File: src/rtl/alu_regfile_core.sv
// alu_regfile_core: 32x8 regfile (async reads RS->RS_data, RT->RT_data; sync write rw/RD/RD_data; R0 = 0; sync active-high rst) feeding a combinational ALU (op -> alu_out, zero, ovf); define ALU_EXT_OPS_EN for XOR/NOR/SLTU on ops 5-7
module alu_regfile_core #(
  parameter int DATA_W = 8,
  parameter int ADDR_W = 5
) (
  input  logic              clk,
  input  logic              rst,
  input  logic              rw,
  input  logic [ADDR_W-1:0] RS,
  input  logic [ADDR_W-1:0] RT,
  input  logic [ADDR_W-1:0] RD,
  input  logic [DATA_W-1:0] RD_data,
  output logic [DATA_W-1:0] RS_data,
  output logic [DATA_W-1:0] RT_data,
  input  logic [3:0]        op,
  output logic [DATA_W-1:0] alu_out,
  output logic              zero,
  output logic              ovf
);
  localparam int M = DATA_W - 1;
  logic [DATA_W-1:0] regs [2**ADDR_W];
  logic [DATA_W-1:0] sum, dif, ext;
  logic lt;
  always_ff @(posedge clk)
    if (rst) regs <= '{default: '0};
    else if (rw && RD != '0) regs[RD] <= RD_data;
  assign RS_data = RS == '0 ? '0 : regs[RS];
  assign RT_data = RT == '0 ? '0 : regs[RT];
  always_comb begin
    sum = RS_data + RT_data;
    dif = RS_data - RT_data;
    lt = $signed(RS_data) < $signed(RT_data);
`ifdef ALU_EXT_OPS_EN
    ext = op == 4'd5 ? RS_data ^ RT_data :
          op == 4'd6 ? ~(RS_data | RT_data) :
          op == 4'd7 ? DATA_W'(RS_data < RT_data) : '0;
`else
    ext = '0;
`endif
    alu_out = op == 4'd0 ? sum :
              op == 4'd1 ? dif :
              op == 4'd2 ? RS_data & RT_data :
              op == 4'd3 ? RS_data | RT_data :
              op == 4'd4 ? DATA_W'(lt) : ext;
    ovf = op == 4'd0 ? (RS_data[M] == RT_data[M]) && (sum[M] != RS_data[M]) :
          op == 4'd1 ? (RS_data[M] != RT_data[M]) && (dif[M] != RS_data[M]) : 1'b0;
  end
  assign zero = alu_out == '0;
endmodule

File: config.mk
export PLATFORM = sky130hd
export DESIGN_NAME = alu_regfile_core
export DESIGN_NICKNAME = d
export VERILOG_FILES = /design/src/rtl/alu_regfile_core.sv
export SDC_FILE = /design/constraint.sdc
export NUM_CORES = 1
export LEC_CHECK = 0
export ABC_AREA = 0
export BUFFER_PORTS_ARGS = -buffer_cell sky130_fd_sc_hd__buf_2
export CAP_MARGIN = 30
export CORE_ASPECT_RATIO = 0.5
export CORE_MARGIN = 2
export CORE_UTILIZATION = 41
export DETAILED_ROUTE_END_ITERATION = 6
export SYNTH_ARGS = -nofsm -noshare
export SYNTH_HDL_FRONTEND = slang
export SYNTH_SLANG_ARGS = --single-unit
File: constraint.sdc
create_clock -name clk -period 5 [get_ports clk]
set_clock_uncertainty 0.2 [all_clocks]
set_input_delay 0.25 -clock clk [delete_from_list [all_inputs] [get_ports clk]]
set_output_delay 0.25 -clock clk [all_outputs]
set_load 0.01 [all_outputs]
======== Word-level counts from Yosys, hierarchy flattened ========
Index checks and enable logic that the tools add are counted.
storage, ports and cells
  bits of input ports ..................... 30
  logic and storage cells ................. 79
  flip-flop bits (word level) ............. 256
cells by class
  add/subtract/negate cells ............... 2
  mux-type cells .......................... 18
  magnitude comparators ................... 5
  reduce and logical (&&, ||, !) cells .... 9
  equal/unequal tests ..................... 8
  bitwise gates (word level) .............. 5
operators by type and width
  kind                                                       count
  bitwise mux 256 bit                                        1
  2-to-1 mux 8 bit                                           11
  binary-select mux 8 bit (select 5 bit)                     2
  demux 8 bit (select 5 bit)                                 1
  greater-or-equal comparator 6 bit (second input constant)  3
  inverter 5 -> 6 bit                                        3
  logical NOT 5 bit                                          2
  adder 8 bit                                                1
  bitwise AND 8 bit                                          1
  equality test 4 x 2 -> 1 bit (second input constant)       2
  logical NOT 8 bit                                          1
  < comparator 8 bit                                         1
  OR 8 bit                                                   1
  subtractor 8 bit                                           1
  < comparator 6 x 1 -> 1 bit (second input constant)        1
  nonzero test 5 bit                                         1
  equality test 4 x 1 -> 1 bit (second input constant)       1
  equality test 4 x 3 -> 1 bit (second input constant)       1
  logical AND 1 bit                                          4
  logical NOT 4 bit                                          1
  2-to-1 mux 1 bit                                           3
  != test 1 bit                                              3
  equality test 1 bit                                        1

======== Logic depth before layout (Yosys ltp) ========
Gate-level depths: netlist of run 1.
  depth after elaboration ................. 12
  gate-level depth with buffers ........... 19

======== Worst setup path before layout of run 1 ========
OpenSTA, ideal clock, no wires.
  kind .................................... input port to output port
  start point ............................. input port RT[0]
  end point ............................... output port zero
  slack ................................... 0.280 ns
  arrival time ............................ 4.270 ns
  required time ........................... 4.550 ns
  path buffers ............................ 3
  cell stages on the path ................. 18
  path through ............................ buf_4 buf_6 buf_2 mux4_2 mux4_2 nand2_1 a21o_1 inv_2 ha_1 inv_1 fa_1 nor2b_1 nor2_1 o21a_1 o41ai_1 a221oi_1 or4_1 nor4_1
RTL lines
  what                                                 RTL line  text
  from (decl)                                          10        input logic [ADDR_W-1:0] RT,
  inverter 5 -> 6 bit (implied by the code)            28        assign RT_data = RT == '0 ? '0 : regs[RT];
  binary-select mux 8 bit (select 5 bit)               28
  2-to-1 mux 8 bit (implied by the code) (2 in a row)  28
  2-to-1 mux 8 bit (*)                                 28
  named net RT_data[0]                                 14        output logic [DATA_W-1:0] RT_data,
  subtractor 8 bit                                     31        dif = RS_data - RT_data;
  2-to-1 mux 8 bit                                     41        op == 4'd1 ? dif :
  2-to-1 mux 8 bit (*)                                 40        alu_out = op == 4'd0 ? sum :
  named net alu_out[4]                                 16        output logic [DATA_W-1:0] alu_out,
  logical NOT 8 bit (*)                                48        assign zero = alu_out == '0;
  to (decl)                                            17        output logic zero,
Mark *: on every way through the listed nets, which the timed path passes. The rest lies on a longest branch. The select of a mux whose other input is x is not followed.

======== Final worst setup path of run 1 ========
  start point ............................. register regs[64] (netlist name)
  end point ............................... output port zero
on the way
  longest elaborated chain between the ends .. 11
ends and longest elaborated chain
  what                                                       RTL line  text
  from (decl)                                                21        logic [DATA_W-1:0] regs [2**ADDR_W];
  from (signal, indexed assignment)                          26        else if (rw && RD != '0) regs[RD] <= RD_data;
  binary-select mux 8 bit (select 5 bit) (on tied branches)  27, 28
  2-to-1 mux 8 bit (on tied branches) (3 in a row)           27, 28
  < comparator 8 bit                                         32        lt = $signed(RS_data) < $signed(RT_data);
  2-to-1 mux 1 bit                                           44        op == 4'd4 ? DATA_W'(lt) : ext;
  2-to-1 mux 8 bit                                           43        op == 4'd3 ? RS_data | RT_data :
  2-to-1 mux 8 bit                                           42        op == 4'd2 ? RS_data & RT_data :
  2-to-1 mux 8 bit                                           41
  2-to-1 mux 8 bit (*)                                       40
  logical NOT 8 bit (*)                                      48
Every way passes the cells marked *; elsewhere a longest branch is shown, timed or not. The select of a mux whose other input is x is not followed.

==> out/qor.csv, run 1 <==
metric;value;unit
root_buffer;clkbuf_16;
yosysMostFrequentCell;nor2_1;
drv_cap;0;
grt_overflow;0;
gp_congestion;0.9019;
internal_power;3.389;mW
ios;56;
arrival;4.39;ns
wl;41130;um
clk_pin_slew;0.07;ns
cts_resized;0;
vias_per_cell;5.848;
timing.critical_path.from_type;flop;
ys_top_cells_by_count;nor2_1, dfxtp_1, mux2i_1;
die_w;267.8;um
path_class;reg2out;
vias;10530;
synth_top_area_share;0.3591;
numCtsBuffers;26;
min_period_over_period;0.9681;
required;4.55;ns
hp-class;in2reg;
maxSlewHeadroom;0.3589;
worst_slack;0.1594;ns
post-route-min-period;4.841;ns
fmax;0.2066;GHz
grt_usage;0.2273;
netSwitchingFraction;0.2443;
run_status;completed;
start_util;0.4154;
p_per_area;280.4;nW/um2
fill_cells;3180;
antenna_left;0;
synth.distinct_cells;52;
hold_viol_final;0;
synth_edf_count;0;
synth_area;14270;um2
grt_max_degree;133;
syn_area_per_cell;11.05;um2
largest_registers;regs (256);
portBuffers;55;
largest_reg_flops;256;
htree_levels;1;
drive_above_1_share;0.2468;
comb_power_share;0.083;
yosys_register_bits;256;
syn_nets;1347;
netlist_instances;1291;
fin_tns_setup;0;ns
setup_violations;0;
finalMaxSlewViolations;0;
diodes;0;
leakagePower;6.514;nW
clock_power_share;0.457;
synth_seq_area_share;0.3591;
core_area;34350;um2
rsz0062_at_grt;false;
drc;0;
cp_max_fo;3;
fp.dieH;135.9;um
fin_nets;1361;
die_area;36400;um2
p_sw;1.096;mW
cts_hold_buf;0;
num_rows;48;
dp_hpwl;27800;um
post_drt_wl_per_cell;22.85;um
cts_tree;built;
clk_latency;0.54;ns
grt_pass1_wl;63140;um
worst_pin_slew;0.9616;ns
ys.flop_type;dfxtp_1;
regMostFlops;regs;
cts.sinks;256;
drt-initial-drc-count;820;
ys_warn_count;0;
endpoint_kind;primary output;
max-clock-path-buffers;3;
synthArstFlopShare;0;
syn_to_final_growth;12.06;%
dp_slack;0.2179;ns
vdd_drop_max;251.4;uV
first_pass_iters;5;
synth_top_area_cell;dfxtp_1;
pwr-share-seq;0.461;
post_cts_buffers;0;
grt_pass1_vias;10340;
antenna_found_initial;1;
synth_area_leaders;dfxtp_1, mux4_2, mux2i_1, nor2_1, ha_1;
[final cells by class]
class / count / area (um2) / share of cell area
Clock inverter: 12 / 123.9 / 0.007746
Tap cell: 475 / 594.3 / 0.03716
Timing Repair Buffer: 94 / 670.6 / 0.04194
Inverter: 28 / 105.1 / 0.006572
Clock buffer: 36 / 779.5 / 0.04874
Multi-Input combinational cell: 899 / 8593 / 0.5374
Sequential cell: 256 / 5125 / 0.3205
[path summary, 6_finish.rpt]
| check | start | end | slack [ns] | cells after the start |
|---|---|---|---|---|
| hold reg to reg | regs[225] | regs[225] | 0.27 | 2 |
| setup / recovery | regs[64] | zero | 0.16 | 15 |
| hold / removal | RD_data[7] | regs[231] | 0.06 | 3 |
| setup reg to reg | regs[230] | regs[230] | 4.08 | 2 |
[power groups by stage]
stage | clock [mW] | sequential, mW | combinational, mW
2_1_floorplan | 0 | 2.11 | 0.263
3_3_place_gp | 0 | 2.11 | 0.365
3_5_place_dp | 0 | 2.11 | 0.370
4_1_cts | 2.07 | 2.06 | 0.371
5_1_grt | 2.16 | 2.07 | 0.397
6_report | 2.05 | 2.07 | 0.372
[metal layers]
layer  vias to the layer above  global-route usage  part of all wire
met5                         -                   0           0.00027
met4                         2             0.05680             0.024
met3                        66             0.04419             0.081
met2                       405              0.3759              0.47
met1                      5339              0.3080              0.42
li1                       4714                   -                 -
[cells by family after synthesis]
group / after synthesis / synth area share
multiplexers: 404 / 0.4229
AND/OR/NAND/NOR: 381 / 0.1115
flip-flops: 256 / 0.3591
buffers and inverters: 136 / 0.03998
AO/OA/AOI/OAI: 81 / 0.03832
adder cells (fa/ha/maj): 26 / 0.02385
XOR/XNOR: 7 / 0.004296
[critical path, stage by stage (launching register included)]
cell and delay [ns]:
dfxtp_1 0.33, mux4_2 0.48, mux4_2 0.50, nand2_1 0.10, a21o_1 0.21, ha_1 0.20
inv_1 0.06, fa_1 0.38, nor2b_2 0.17, nor2_1 0.12, o21a_1 0.17, a31o_2 0.17
a221oi_2 0.07, or4_1 0.54, nor4_1 0.16, buf_2 0.17
[layout by cell type, fill, tap and decap left out, types with 4 or more instances in the layout]
cell type and n:
nand2b_1 16, mux4_2 159, clkbuf_16 27, inv_1 19, mux2i_1 244, inv_2 9
buf_4 33, nor2_1 265, nor3b_1 4, a21oi_1 24, o21ai_0 12, clkinv_2 6
nand2_1 50, nor2_2 6, dfxtp_1 256, clkbuf_8 7, a21o_1 20, nand3_1 12
xnor2_1 6, nor2b_1 9, ha_1 24, buf_2 52, buf_12 7
[stage by stage]
step / instance area, um2 / instances / util / power, mW / hold WS (ns)
5_1_grt: 15990 / 1800 / 0.4655 / 4.623 / 0.06776
3_3_place_gp: 15070 / 1752 / 0.4386 / 2.474 / 0.2520
4_1_cts: 15970 / 1800 / 0.4649 / 4.508 / 0.03781
2_1_floorplan: 14270 / 1291 / - / 2.369 / 0.1975
3_5_place_dp: 15070 / 1752 / 0.4386 / 2.480 / 0.2632
6_report: 15990 / 1800 / 0.4655 / 4.484 / 0.06200
Power figures use the tool's default switching activity.
==> run 2, diff against run 1 <==
--- a/config.mk
+++ b/config.mk
@@ -12,6 +12,7 @@
 export CORE_MARGIN = 2
 export CORE_UTILIZATION = 41
 export DETAILED_ROUTE_END_ITERATION = 6
+export HOLD_SLACK_MARGIN = 0.08
 export SYNTH_ARGS = -nofsm -noshare
 export SYNTH_HDL_FRONTEND = slang
 export SYNTH_SLANG_ARGS = --single-unit
==> run 2 against run 1 <==
- register-to-register slack got worse by 0.03 ns
- clock-buffer cell count unchanged
- largest cell class unchanged
- highest routed layer is now met4
- largest power group unchanged
- die area stayed put
- critical endpoint unchanged
- critical path depth is the same
==> out/qor.csv, run 2 (synthesis results as in run 1) <==
metric;value;unit;change
largest_reg_flops;256;;unchanged
p_sw;1.097;mW;was 1.096 mW
min_period_over_period;0.9703;;was 0.9681
antenna_left;0;;unchanged
ios;56;;unchanged
seqCellArea;5125;um2;unchanged
worst_slack;0.1485;ns;was 0.1594 ns
grt_pass1_wl;63220;um;was 63,140 um
finalMaxSlewViolations;0;;unchanged
cts.sinks;256;;unchanged
vias_per_cell;5.825;;was 5.848
wl;41200;um;was 41,130 um
holdPathEnd;regs[227];;was regs[231]
placed_area;15070;um2;unchanged
syn_to_final_growth;12.43;%;was 12.06%
endpoint_kind;primary output;;unchanged
fmax;0.2061;GHz;was 0.2066 GHz
p_per_area;279.8;nW/um2;was 280.4 nW/um2
post-route-util;0.4670;;was 0.4655
drt-initial-drc-count;820;;unchanged
post-route-min-period;4.852;ns;was 4.841 ns
cp_max_fo;3;;unchanged
reg2reg_depth;2;;unchanged
path_class;reg2out;;unchanged
cp_slowest_cell;or4_1;;unchanged
whs_path_depth;3;;unchanged
grt_overflow;0;;unchanged
final_cell_mix;nor2_1, dfxtp_1, mux2i_1;;unchanged
design_area;16040;um2;was 15,990 um2
path_cells;mux4_2 -> mux4_2 -> nand2_1 -> a21o_1 -> ha_1 -> inv_1 -> fa_1 -> nor2b_2 -> nor2_1 -> o21a_1 -> a31o_2 -> a221oi_2 -> or4_1 -> nor4_1 -> buf_2;;unchanged
post_cts_buffers;0;;unchanged
fp.dieH;135.9;um;unchanged
final_common_cell;nor2_1;;unchanged
maxSlewHeadroom;0.3740;;was 0.3589
htree_levels;1;;unchanged
multi_input_area;8593;um2;unchanged
arrival;4.40;ns;was 4.39 ns
reg2reg_to;regs[230];;unchanged
min_from;RD_data[3];;was RD_data[7]
grt_pass1_vias;10350;;was 10,340
netSwitchingFraction;0.2445;;was 0.2443
die_w;267.8;um;unchanged
vias;10520;;was 10,530
pwr-share-seq;0.460;;was 0.461
vdd_drop_max;251.2;uV;was 251.4 uV
root_buffer;clkbuf_16;;unchanged
timing.critical_path.mode_cell;mux4_2;;unchanged
run_status;completed;;unchanged
clk_pin_slew;0.07;ns;about the same
clock_power_share;0.456;;was 0.457
drc;0;;unchanged
gp_congestion;0.9019;;unchanged
cts_tree;built;;unchanged
first_pass_iters;5;;unchanged
portBuffers;55;;unchanged
clk_latency;0.54;ns;about the same
path_delay_family;simple AND/OR/NAND/NOR gates;;unchanged
worst_pin_slew;0.9390;ns;was 0.9616 ns
die_area;36400;um2;unchanged
hp-class;in2reg;;unchanged
grt_usage;0.2276;;was 0.2273
fin_nets;1366;;was 1,361
hold_viol_final;0;;unchanged
num_rows;48;;unchanged
path_buf_inv;2;;unchanged
comb_power_share;0.084;;was 0.083
grt_max_degree;133;;unchanged
reg2reg_slack;4.05;ns;was 4.08 ns
setup_violations;0;;unchanged
max-clock-path-buffers;3;;unchanged
dp_hpwl;27800;um;unchanged
post_drt_wl_per_cell;22.81;um;was 22.85 um
regMostFlops;regs;;unchanged
required;4.55;ns;about the same
dp_slack;0.2179;ns;unchanged
core_area;34350;um2;unchanged
fill_cells;3176;;was 3,180
fin_tns_setup;0;ns;unchanged
internal_power;3.391;mW;was 3.389 mW
antenna_found_initial;1;;unchanged
timing.critical_path.from_type;flop;;unchanged
numCtsBuffers;26;;unchanged
slowest_delay;0.54;ns;about the same
r2r-start;regs[230];;unchanged
leakagePower;6.535;nW;was 6.514 nW
drv_cap;0;;unchanged
drive_above_1_share;0.2459;;was 0.2468
start_util;0.4154;;unchanged
largest_registers;regs (256);;unchanged
rsz0062_at_grt;false;;unchanged
-- run 2: tightest hold or removal path, delay by kind of cell --
family	cells	cell delay [ns]
buffers and inverters	1	0.31
and+or+nand+nor	1	0.16
AOI/OAI and AO/OA	1	0.06
-- run 2: power by group through the flow --
stage                     Sequential [mW]  Clock [mW]  Combinational [mW]
after global placement               2.11           0               0.365
final                                2.07        2.05               0.375
after detailed placement             2.11           0               0.370
after floorplan                      2.11           0               0.263
after CTS                            2.06        2.07               0.374
after global routing                 2.07        2.16               0.400
-- run 2: worst max-delay path by stage --
stage	start	end	slack, ns	depth (start not counted)
6_report	regs[88]	zero	0.15	15
5_1_grt	regs[65]	zero	0.04	13
4_1_cts	regs[64]	zero	0.11	16
3_5_place_dp	RS[0]	zero	0.22	17
3_3_place_gp	RT[0]	zero	0.29	17
2_1_floorplan	RT[0]	zero	0.28	18
-- run 2: layout make-up --
type	count	share of cell area
timing repair buffer	99	0.04492
antenna	1	0.0001560
sequential	256	0.3194
multi-input combinational	899	0.5356
clock buffer	36	0.04858
inverter	28	0.006551
tap	475	0.03704
clock inverter	12	0.007721
-- run 2: per-stage QoR --
step / std cells / power, mW / hold slack (ns)
2_1_floorplan: 1291 / 2.369 / 0.1975
3_3_place_gp: 1752 / 2.474 / 0.2520
3_5_place_dp: 1752 / 2.480 / 0.2632
4_1_cts: 1805 / 4.511 / 0.08131
5_1_grt: 1805 / 4.627 / 0.1123
6_report: 1806 / 4.489 / 0.1117
-- run 2: routing by layer --
layer,GRT usage,vias up,wire length [um]
li1,-,4728,-
met1,0.3091,5342,17460
met2,0.3765,390,19560
met3,0.04329,60,3234
met4,0.05680,0,938
met5,0,-,0
-- run 2: what timing repair did --
item,in CTS,in global routing
resized for setup,0,5
hold buffers,5,0
setup endpoints to repair,0,1
hold endpoints to repair,8,0
==> run 3, diff against run 2 <==
==> constraint.sdc (replaced) <==
create_clock -name clk -period 4.2 [get_ports clk]
set_clock_uncertainty 0.2 [all_clocks]
set_input_delay 0.21 -clock clk [delete_from_list [all_inputs] [get_ports clk]]
set_output_delay 0.21 -clock clk [all_outputs]
set_load 0.01 [all_outputs]
==> run 3 against run 2 <==
- the flow now finishes with violations (setup timing)
- total power up 20%
- non-clock buffer count is 96 higher
- clock power increased by 18%
- cell area increased by 6.0%
- sequential power rose by 19%
- first-iteration DRC count is 16% higher
- core utilization grew 2.8 points
- sequential cell count stayed put
- critical path type unchanged
==> out/qor.csv, run 3 (synthesis results as in run 1) <==
metric;value;unit;change
clk_pin_slew;0.07;ns;about the same
final_common_cell;nor2_1;;unchanged
fill_cells;3091;;was 3,176
worst_pin_slew;1.060;ns;was 0.9390 ns
fmax;0.2081;GHz;
max-clock-path-buffers;3;;unchanged
p_per_area;316.6;nW/um2;was 279.8 nW/um2
antenna_found_initial;0;;was 1
drive_above_1_share;0.3146;;was 0.2459
largest_reg_flops;256;;unchanged
drc;0;;unchanged
final_cell_mix;nor2_1, dfxtp_1, mux2i_1;;unchanged
vdd_drop_max;321.9;uV;was 251.2 uV
antenna_left;0;;unchanged
crit_start;regs[0];;was regs[88]
vias_per_cell;5.813;;was 5.825
clk_latency;0.57;ns;was 0.54 ns
wl;42960;um;was 41,200 um
ios;56;;unchanged
post-route-util;0.4949;;was 0.4670
grt_pass1_wl;65650;um;was 63,220 um
fin_nets;1462;;was 1,366
post-route-min-period;4.806;ns;
dp_slack;-0.5023;ns;was 0.2179 ns
min_period_over_period;1.144;;
core_area;34350;um2;unchanged
design_area;17000;um2;was 16,040 um2
setup_violations;6;;was 0
diodes;0;;was 1
leakagePower;7.028;nW;was 6.535 nW
hold_viol_final;0;;unchanged
grt_usage;0.2370;;was 0.2276
root_buffer;clkbuf_16;;unchanged
num_rows;48;;unchanged
regMostFlops;regs;;unchanged
htree_levels;1;;unchanged
layoutNonFillerInstCount;1899;;was 1,806
syn_to_final_growth;19.14;%;was 12.43%
arrival;4.40;ns;about the same
worst_slack;-0.6056;ns;was 0.1485 ns
endpoint_kind;primary output;;unchanged
required;3.79;ns;was 4.55 ns
gp_congestion;0.8745;;was 0.9019
path_class;reg2out;;unchanged
die_w;267.8;um;unchanged
whs_path_depth;3;;unchanged
violations;setup timing;;
reg2reg_depth;3;;was 2
holdWs;0.09974;ns;was 0.1117 ns
grt_overflow;0;;unchanged
numCtsBuffers;26;;unchanged
rsz0062_at_grt;true;;was false
holdPathEnd;regs[79];;was regs[227]
cts.sinks;256;;unchanged
hp-class;in2reg;;unchanged
die_area;36400;um2;unchanged
maxSlewHeadroom;0.2932;;was 0.3740
dp_hpwl;29150;um;was 27,800 um
grt_max_degree;130;;was 133
fp.dieH;135.9;um;unchanged
post_drt_wl_per_cell;22.62;um;was 22.81 um
portBuffers;55;;unchanged
timing.critical_path.from_type;flop;;unchanged
reg2reg_slack;3.23;ns;was 4.05 ns
drt-initial-drc-count;953;;was 820
grt_pass1_vias;10770;;was 10,350
placed_area;15790;um2;was 15,070 um2
run_status;complete, but fails checks;;was completed
min_from;RD_data[7];;was RD_data[3]
vias;11040;;was 10,520
cts_tree;built;;unchanged
largest_registers;regs (256);;unchanged
finalMaxSlewViolations;0;;unchanged
r2r-start;regs[64];;was regs[230]
place_inst;1834;;was 1,752
first_pass_iters;5;;unchanged
start_util;0.4154;;unchanged
cp_max_fo;3;;unchanged
drv_cap;0;;unchanged
reg2reg_to;regs[64];;was regs[230]
## run 3: changes by cell type in the layout (fill, tap and decap cells not counted), moves of 4 or more
cell           change
ha_4               +4
buf_6              +4
dfxtp_1            -7
buf_4             +84
o21ai_0            -4
ha_1               -7
dfxtp_2            +7
clkbuf_8           -4
buf_12             +4
dlygate4sd3_1      +6
## run 3: worst max path at each step
stage                      end  cells after the start
after floorplan           zero                     18
after global placement    zero                     17
after detailed placement  zero                     17
after CTS                 zero                     16
after global routing      zero                     16
final                     zero                     16
## run 3: worst max-delay path, stage by stage, from the launching register on
cell and delay [ns]:
dfxtp_2 0.33, mux4_2 0.45, mux4_2 0.55, nand2_1 0.11
a21o_1 0.23, inv_2 0.08, ha_4 0.17, inv_2 0.05
fa_2 0.20, nor2b_4 0.15, nor2_1 0.04, o21a_1 0.21
o41ai_2 0.32, a221oi_2 0.13, or4_4 0.52, nor4_4 0.12
buf_2 0.16
## run 3: repair_timing
action | in CTS | in global routing
hold buffers | 11 | 0
setup buffers | 6 | 2
gates resized for setup | 35 | 14
endpoints found under the hold margin | 133 | 0
setup endpoints to repair | 9 | 10
pin swaps | 29 | 19
## run 3: power breakdown
group          switching, mW  internal [mW]
sequential            0.0134           2.44
clock                   1.03           1.38
combinational          0.300          0.213
total                   1.35           4.04
## run 3: layer usage
layer  wire [um]  vias to the layer above  global-route usage
met4         856                        0             0.05369
met1       18600                     5610              0.3264
met3        3042                       68             0.03930
met5           0                        -                   0
li1            -                     4903                   -
met2       20460                      457              0.3932
## run 3: metrics by stage
step / power [mW] / setup TNS, ns
final: 5.383 / -1.543
after global routing: 5.533 / -2.406
after CTS: 5.403 / -1.338
after detailed placement: 3.004 / -1.424
after global placement: 2.996 / -1.185
after floorplan: 2.845 / -0.04922
## run 3: area by class of cell
type	count	area (um2)	area share
tap	475	594.3	0.03496
sequential	256	5134	0.3020
multi-input combinational	899	8772	0.5160
clock buffer	33	706.9	0.04158
timing repair buffer	195	1526	0.08978
inverter	28	105.1	0.006182
clock inverter	13	162.7	0.009567
